==> src/rtl/data_ram_arbiter.sv <==
// -----------------------------------------------------------------------------
// data_ram_arbiter
// Shares the single data_ram port between two bus masters:
//   M0 - CPU data port, M1 - DMA / debug loader.
// Round-robin between the two masters, with an optional bounded burst lock
// for M1. The grant is registered (IDLE/G0/G1). The RAM-side mux is
// combinational from the grant state, so a master is acked in the cycle
// after its request is first seen. The RAM has one access per cycle.
//
// Ports
//   clk_i, rst_ni                  clock, asynchronous active-low reset
//   mX_req_i                       access request; qualifiers held until ack
//   mX_write_en_i                  1 = write, 0 = read
//   mX_write_sel_i[3:0]            byte-lane enables
//   mX_addr_i, mX_write_data_i     address / write data
//   mX_ack_o                       access performed this cycle
//   mX_read_data_o                 read data, valid with ack, else 0
//   m1_lock_i                      M1 asks to hold the grant for a burst
//   ram_en_o, ram_write_en_o,
//   ram_write_sel_o, ram_addr_o,
//   ram_write_data_o               to data_ram
//   ram_read_data_i                from data_ram, combinational read
// -----------------------------------------------------------------------------
`timescale 1ns/1ps
module data_ram_arbiter #(
    parameter int ADDR_W   = 32,
    parameter int DATA_W   = 32,
    parameter int MAX_HOLD = 4
) (
    input  logic              clk_i,
    input  logic              rst_ni,
    input  logic              m0_req_i,
    input  logic              m0_write_en_i,
    input  logic [3:0]        m0_write_sel_i,
    input  logic [ADDR_W-1:0] m0_addr_i,
    input  logic [DATA_W-1:0] m0_write_data_i,
    output logic              m0_ack_o,
    output logic [DATA_W-1:0] m0_read_data_o,
    input  logic              m1_req_i,
    input  logic              m1_write_en_i,
    input  logic [3:0]        m1_write_sel_i,
    input  logic [ADDR_W-1:0] m1_addr_i,
    input  logic [DATA_W-1:0] m1_write_data_i,
    input  logic              m1_lock_i,
    output logic              m1_ack_o,
    output logic [DATA_W-1:0] m1_read_data_o,
    output logic              ram_en_o,
    output logic              ram_write_en_o,
    output logic [3:0]        ram_write_sel_o,
    output logic [ADDR_W-1:0] ram_addr_o,
    output logic [DATA_W-1:0] ram_write_data_o,
    input  logic [DATA_W-1:0] ram_read_data_i
);

    localparam logic [1:0] ST_IDLE = 2'd0;
    localparam logic [1:0] ST_G0   = 2'd1;
    localparam logic [1:0] ST_G1   = 2'd2;

    localparam logic LAST_M0 = 1'b0;
    localparam logic LAST_M1 = 1'b1;

    localparam int                HOLD_W   = (MAX_HOLD > 1) ? $clog2(MAX_HOLD) : 1;
    localparam logic [HOLD_W-1:0] HOLD_LIM = HOLD_W'(MAX_HOLD - 1);

    logic [1:0]        state_q, state_d;
    logic              last_q, last_d;
    logic [HOLD_W-1:0] hold_q, hold_d;

    logic              m0_ack_s, m1_ack_s;
    logic              lock_stay_s;

    // RAM-side mux and per-master acks, driven only by the granted master.
    always_comb begin
        ram_en_o         = 1'b0;
        ram_write_en_o   = 1'b0;
        ram_write_sel_o  = 4'b0000;
        ram_addr_o       = {ADDR_W{1'b0}};
        ram_write_data_o = {DATA_W{1'b0}};
        m0_ack_s         = 1'b0;
        m1_ack_s         = 1'b0;
        m0_read_data_o   = {DATA_W{1'b0}};
        m1_read_data_o   = {DATA_W{1'b0}};
        case (state_q)
            ST_G0: begin
                // A granted master that has dropped req gets no access at all.
                ram_en_o         = m0_req_i;
                ram_write_en_o   = m0_write_en_i & m0_req_i;
                ram_write_sel_o  = m0_write_sel_i;
                ram_addr_o       = m0_addr_i;
                ram_write_data_o = m0_write_data_i;
                m0_ack_s         = m0_req_i;
                m0_read_data_o   = m0_req_i ? ram_read_data_i : {DATA_W{1'b0}};
            end
            ST_G1: begin
                ram_en_o         = m1_req_i;
                ram_write_en_o   = m1_write_en_i & m1_req_i;
                ram_write_sel_o  = m1_write_sel_i;
                ram_addr_o       = m1_addr_i;
                ram_write_data_o = m1_write_data_i;
                m1_ack_s         = m1_req_i;
                m1_read_data_o   = m1_req_i ? ram_read_data_i : {DATA_W{1'b0}};
            end
            default: begin
                ram_en_o = 1'b0;
            end
        endcase
    end

    assign m0_ack_o = m0_ack_s;
    assign m1_ack_o = m1_ack_s;

    // Next grant, last-winner and M1 burst counter.
    always_comb begin
        // The beat completing this cycle already counts as the last winner,
        // so a tie resolved now alternates immediately.
        if (m0_ack_s) begin
            last_d = LAST_M0;
        end else if (m1_ack_s) begin
            last_d = LAST_M1;
        end else begin
            last_d = last_q;
        end

        lock_stay_s = (state_q == ST_G1) && m1_ack_s && m1_lock_i && m1_req_i &&
                      (hold_q < HOLD_LIM);

        if (lock_stay_s) begin
            state_d = ST_G1;
        end else if (m0_req_i && m1_req_i) begin
            state_d = (last_d == LAST_M0) ? ST_G1 : ST_G0;
        end else if (m0_req_i) begin
            state_d = ST_G0;
        end else if (m1_req_i) begin
            state_d = ST_G1;
        end else begin
            state_d = ST_IDLE;
        end

        // Saturating at HOLD_LIM keeps M0 latency bounded even if M1 keeps locking.
        if (state_d == ST_IDLE) begin
            hold_d = {HOLD_W{1'b0}};
        end else if (m0_ack_s) begin
            hold_d = {HOLD_W{1'b0}};
        end else if (m1_ack_s && m1_lock_i) begin
            hold_d = (hold_q < HOLD_LIM) ? hold_q + {{(HOLD_W-1){1'b0}}, 1'b1} : hold_q;
        end else if (m1_ack_s) begin
            hold_d = {HOLD_W{1'b0}};
        end else begin
            hold_d = hold_q;
        end
    end

    // Arbiter state registers; reset makes M0 win the first tie.
    always_ff @(posedge clk_i or negedge rst_ni) begin
        if (!rst_ni) begin
            state_q <= ST_IDLE;
            last_q  <= LAST_M1;
            hold_q  <= {HOLD_W{1'b0}};
        end else begin
            state_q <= state_d;
            last_q  <= last_d;
            hold_q  <= hold_d;
        end
    end

endmodule


==> config.mk <==
export PLATFORM = sky130hd
export DESIGN_NAME = data_ram_arbiter
export DESIGN_NICKNAME = d
export VERILOG_FILES = /design/src/rtl/data_ram_arbiter.sv
export SDC_FILE = /design/constraint.sdc
export NUM_CORES = 1
export LEC_CHECK = 0
export ABC_AREA = 1
export CAP_MARGIN = 10
export CELL_PAD_IN_SITES_DETAIL_PLACEMENT = 1
export CELL_PAD_IN_SITES_GLOBAL_PLACEMENT = 1
export CORE_AREA = 5 5 118 120
export DETAILED_ROUTE_END_ITERATION = 10
export DIE_AREA = 0 0 123 125
export DONT_BUFFER_PORTS = 1
export GPL_TIMING_DRIVEN = 0
export PLACE_DENSITY = 0.39
export SYNTH_ARGS = -nofsm -noshare
export SYNTH_HDL_FRONTEND = slang
export SYNTH_SLANG_ARGS = --single-unit
==> constraint.sdc <==
create_clock -name clk_i -period 1.5 [get_ports clk_i]
set_clock_uncertainty 0.2 [all_clocks]
set_input_delay 0.3 -clock clk_i [delete_from_list [all_inputs] [get_ports clk_i]]
set_output_delay 0.3 -clock clk_i [all_outputs]
set_load 0.03 [all_outputs]
Word-level counts from Yosys, hierarchy flattened
Cells that the tools add are included.
Word-level totals
  input port bits: 175
  word-level logic and storage cells: 42
  register bits after elaboration: 5
Cells by class
  mux-type cells: 23
  reductions and logical operators: 9
  bitwise logic cells: 2
  $lt $le $gt $ge: 1
  $add $sub $neg: 1
  equality and inequality tests: 3
Operators by type and width (number)
  $mux 32: 4
  $pmux 32 s2: 2
  $mux 2: 10
  $pmux 4 s2: 1
  $logic_and 1x1->1: 6
  $mux 1: 4
  $ne 4x4->1 const B: 1
  $pmux 1 s2: 2
  $reduce_bool 4->1: 1
  $add 2x1->2 const B: 1
  $and 1x1->1: 2
  $eq 2x1->1 const B: 1
  $eq 2x2->1 const B: 1
  $logic_not 2->1: 1
  $lt 2x2->1 const B: 1
  $reduce_and 2->1: 1

Logic depth before layout (Yosys ltp)
  word-level depth: 10
  depth in mapped cells: 10
  mapped depth without buffers: 9

Worst setup path before layout
OpenSTA, ideal clock, no wires.
  path kind: flip-flop to output port
  start: register state_q[0]
  end: output ram_write_en_o
  data arrival time: 1.638 ns
  path buffers: 2
  setup slack: -0.638 ns
  required time: 1.000 ns
  cell stages (with the launch flop): 9
  cells stage by stage: dfrtp_1 > inv_1 > ha_1 > buf_4 > nand2_2 > buf_6 > inv_1 > nand2_1 > a21oi_1
On the way
  cells in the longest elaborated chain, start to end: 2
Ends and longest elaborated chain
  start, declared: RTL line 65  | logic [1:0] state_q, state_d;
  start signal, assigned: RTL line 160  | state_q <= state_d;
  $eq 2x2->1 / $eq 2x1->1 (equally long branches): RTL line 83  | case (state_q)
  $pmux 1 s2 (*): RTL line 83
  end, declared: RTL line 48  | output logic ram_write_en_o,
Every way passes the cells marked *; elsewhere a longest branch is shown, timed or not.

Worst setup path after layout
  start: register state_q[1]
  end: output m0_read_data_o[15]
On the way
  cells in the longest elaborated chain, start to end: 2
Ends and longest elaborated chain
  $eq 2x1->1: RTL line 83
  $mux 32: RTL line 83
  end, declared: RTL line 38  | output logic [DATA_W-1:0] m0_read_data_o,
Every way passes these cells.

==> run summary <==
Gr usage total = 13.9%
Fmax achieved = 461 MHz
Syn_nets = 563
Initial Util = 13.7%
Final hold vios = 0
Synth area leader = nand2_1
CTS clk-pin slew, worst paths = 0.03 ns
Pre-Repair DR Iteration Count = 4
Startpoint types = flop
Grt total ovfl = 0
Synthesis-to-finish area growth = 182%
WS Path Type = reg2out
Die height = 125 µm
Synth Area per Inst = 4.57 µm²
Antenna violation net count after detailed routing = 0
P_leak = 0.00188 µW
ANT cells = 0
Routed vias/inst = 4.42
H-tree depth = 1
Largest net degree at the start of global routing = 12
Unrepaired setup endpoints after global routing = true
I/O pins = 311
Critical path capture point type = output pin
Violated checks = negative setup slack
Fin nets = 615
Netlist cell types = 17
Max-slew violation count = 0
Post-synth top area share = 33.0%
Largest cells by area after synthesis = nand2_1, a21oi_1, nor2_1, inv_1, dfrtp_1
Fin crit share = 145%
Setup Viol. Count Final = 141
Final WS setup = -0.668 ns
Fin Setup TNS = -79.31 ns
Port Buffers = 0
Post-synthesis sequential area ratio = 7.18%
Layout cell share with drive strength beyond 1 = 73.6%
Core box area = 12900 µm²
Final GP Congestion = 0.760
Min Tclk post-route = 2.17 ns
Req. time, crit path = 1.00 ns
Number of buffers created by CTS = 3
Setup Slack @ Placement = -0.482 ns
Drc violations = 0
Hold Crit Class = in2reg
Final wirelength = 12600 µm
Area of the mapped netlist = 1760 µm²
DRT iter0 DRCs = 46
Dpl hpwl = 9660 µm
VDD IR-drop max = 0.000606 V
Status = finished, violations left
Syn Inst Count = 385
Rows = 42
Die width = 123 µm
Ys Warns = 0
Clock Path Buffers = 2
Vias in the first global route = 2917
R2R Setup Slk = -0.30 ns
Max Cap Violations = 0
CTS Sinks = 5
WL per Instance = 20.6 µm
CP max FO = 6
CTS root buf = clkbuf_16
Die ar. = 15400 µm²
Max transition margin = 80.5%
DR vias = 2702
Power Density = 1050 nW/µm²
Latest clock arrival within the worst-skew pair = 0.23 ns
Initial antenna violation count = 0
Slew @ Worst Pin = 0.292 ns
FF+latch count, synth = 5
Worst Path Arrival = 1.67 ns
First-pass GRT wire length = 17000 µm
CTS tree = yes
worst max-delay path: stages (launching register included):
cell and delay (ns):
dfrtp_1 0.38, inv_1 0.06, ha_2 0.17, buf_8 0.14, nand2_4 0.06, buf_12 0.15
buf_8 0.14, buf_12 0.14, nor2_4 0.20
metal layers:
metal	global-route usage (%)	part of all wire [%]
met5	0	0
met4	1.56	0.74
met3	3.66	8.5
met2	28.4	58
met1	14.2	33
kinds of logic after synthesis:
family                   share of synthesized area [%]
AND/OR/NAND/NOR                                   50.0
adder cells (fa/ha/maj)                           2.13
flip-flops                                        7.18
AO/OA/AOI/OAI                                     20.5
buffers and inverters                             20.3
metrics by stage:
step	power [µW]	hold slack, ns	instance area [µm²]	cells	utilization (%)
detailed placement	3640	-0.195	3480	561	27.1
floorplan	3250	-0.196	3260	385	-
CTS	4800	0.0608	4340	593	33.7
global placement	3630	-0.195	3480	561	27.1
finish	5220	0.0832	4960	612	38.6
global route	5480	0.0957	4960	612	38.6
repair_timing:
item                                    in CTS  in global routing
endpoints found under the setup margin     140                141
pin swaps                                   42                 93
hold endpoints to repair                     7                  0
hold buffers                                 3                  0
resized for setup                           97                122
cloned                                      10                  8
setup buffers                               15                 14
worst paths after layout:
kind,startpoint,to,depth (start not counted)
worst max-delay path,state_q[1],m0_read_data_o[15],8
worst min-delay path,m0_req_i,state_q[1],3
worst max register to register,state_q[1],hold_q[1],12
worst min register to register,hold_q[1],hold_q[1],2
max in group asynchronous,rst_ni,last_q,1
min in group asynchronous,rst_ni,hold_q[1],1
where the power goes:
group | internal [µW] | switching (µW) | total (µW)
Clock | 352 | 90.0 | 442
Combinational | 1820 | 2790 | 4600
Sequential | 167 | 12.5 | 180
Total | 2330 | 2890 | 5220
cells in the mapped netlist (all sizes together):
cell      n
inv      43
a21oi    71
nand2   157
nor2     70
o21ai     1
ha        3
nor3      1
dfstp     1
dfrtp     4
nand3     2
buf      25
clkbuf    7
flip-flops by register name, summed over array words and instances (netlist names):
register / count
hold_q: 2
last_q: 1
state_q: 2
placed cells by master (no fill, tap or decap), drive strengths merged:
master	Yosys	routed
nand3	2	2
a21oi	71	71
clkbuf	7	20
dfrtp	4	4
buf	25	60
dfstp	1	1
inv	43	41
nor3	1	1
nand2	157	157
clkinv	0	1
clkinvlp	0	1
dlygate4sd3	0	3
ha	3	3
o21ai	1	1
nor2	70	70
cell type report:
| cell class | count | area (µm²) |
|---|---|---|
| Clock buffer | 4 | 78.8 |
| Multi-Input combinational cell | 305 | 3050 |
| Inverter | 43 | 178 |
| Timing Repair Buffer | 49 | 738 |
| Tap cell | 176 | 220 |
| Sequential cell | 5 | 126 |
| Fill cell | 1452 | 7910 |
| Buffer | 30 | 571 |
Note: power is estimated with default switching activity, not from simulation.
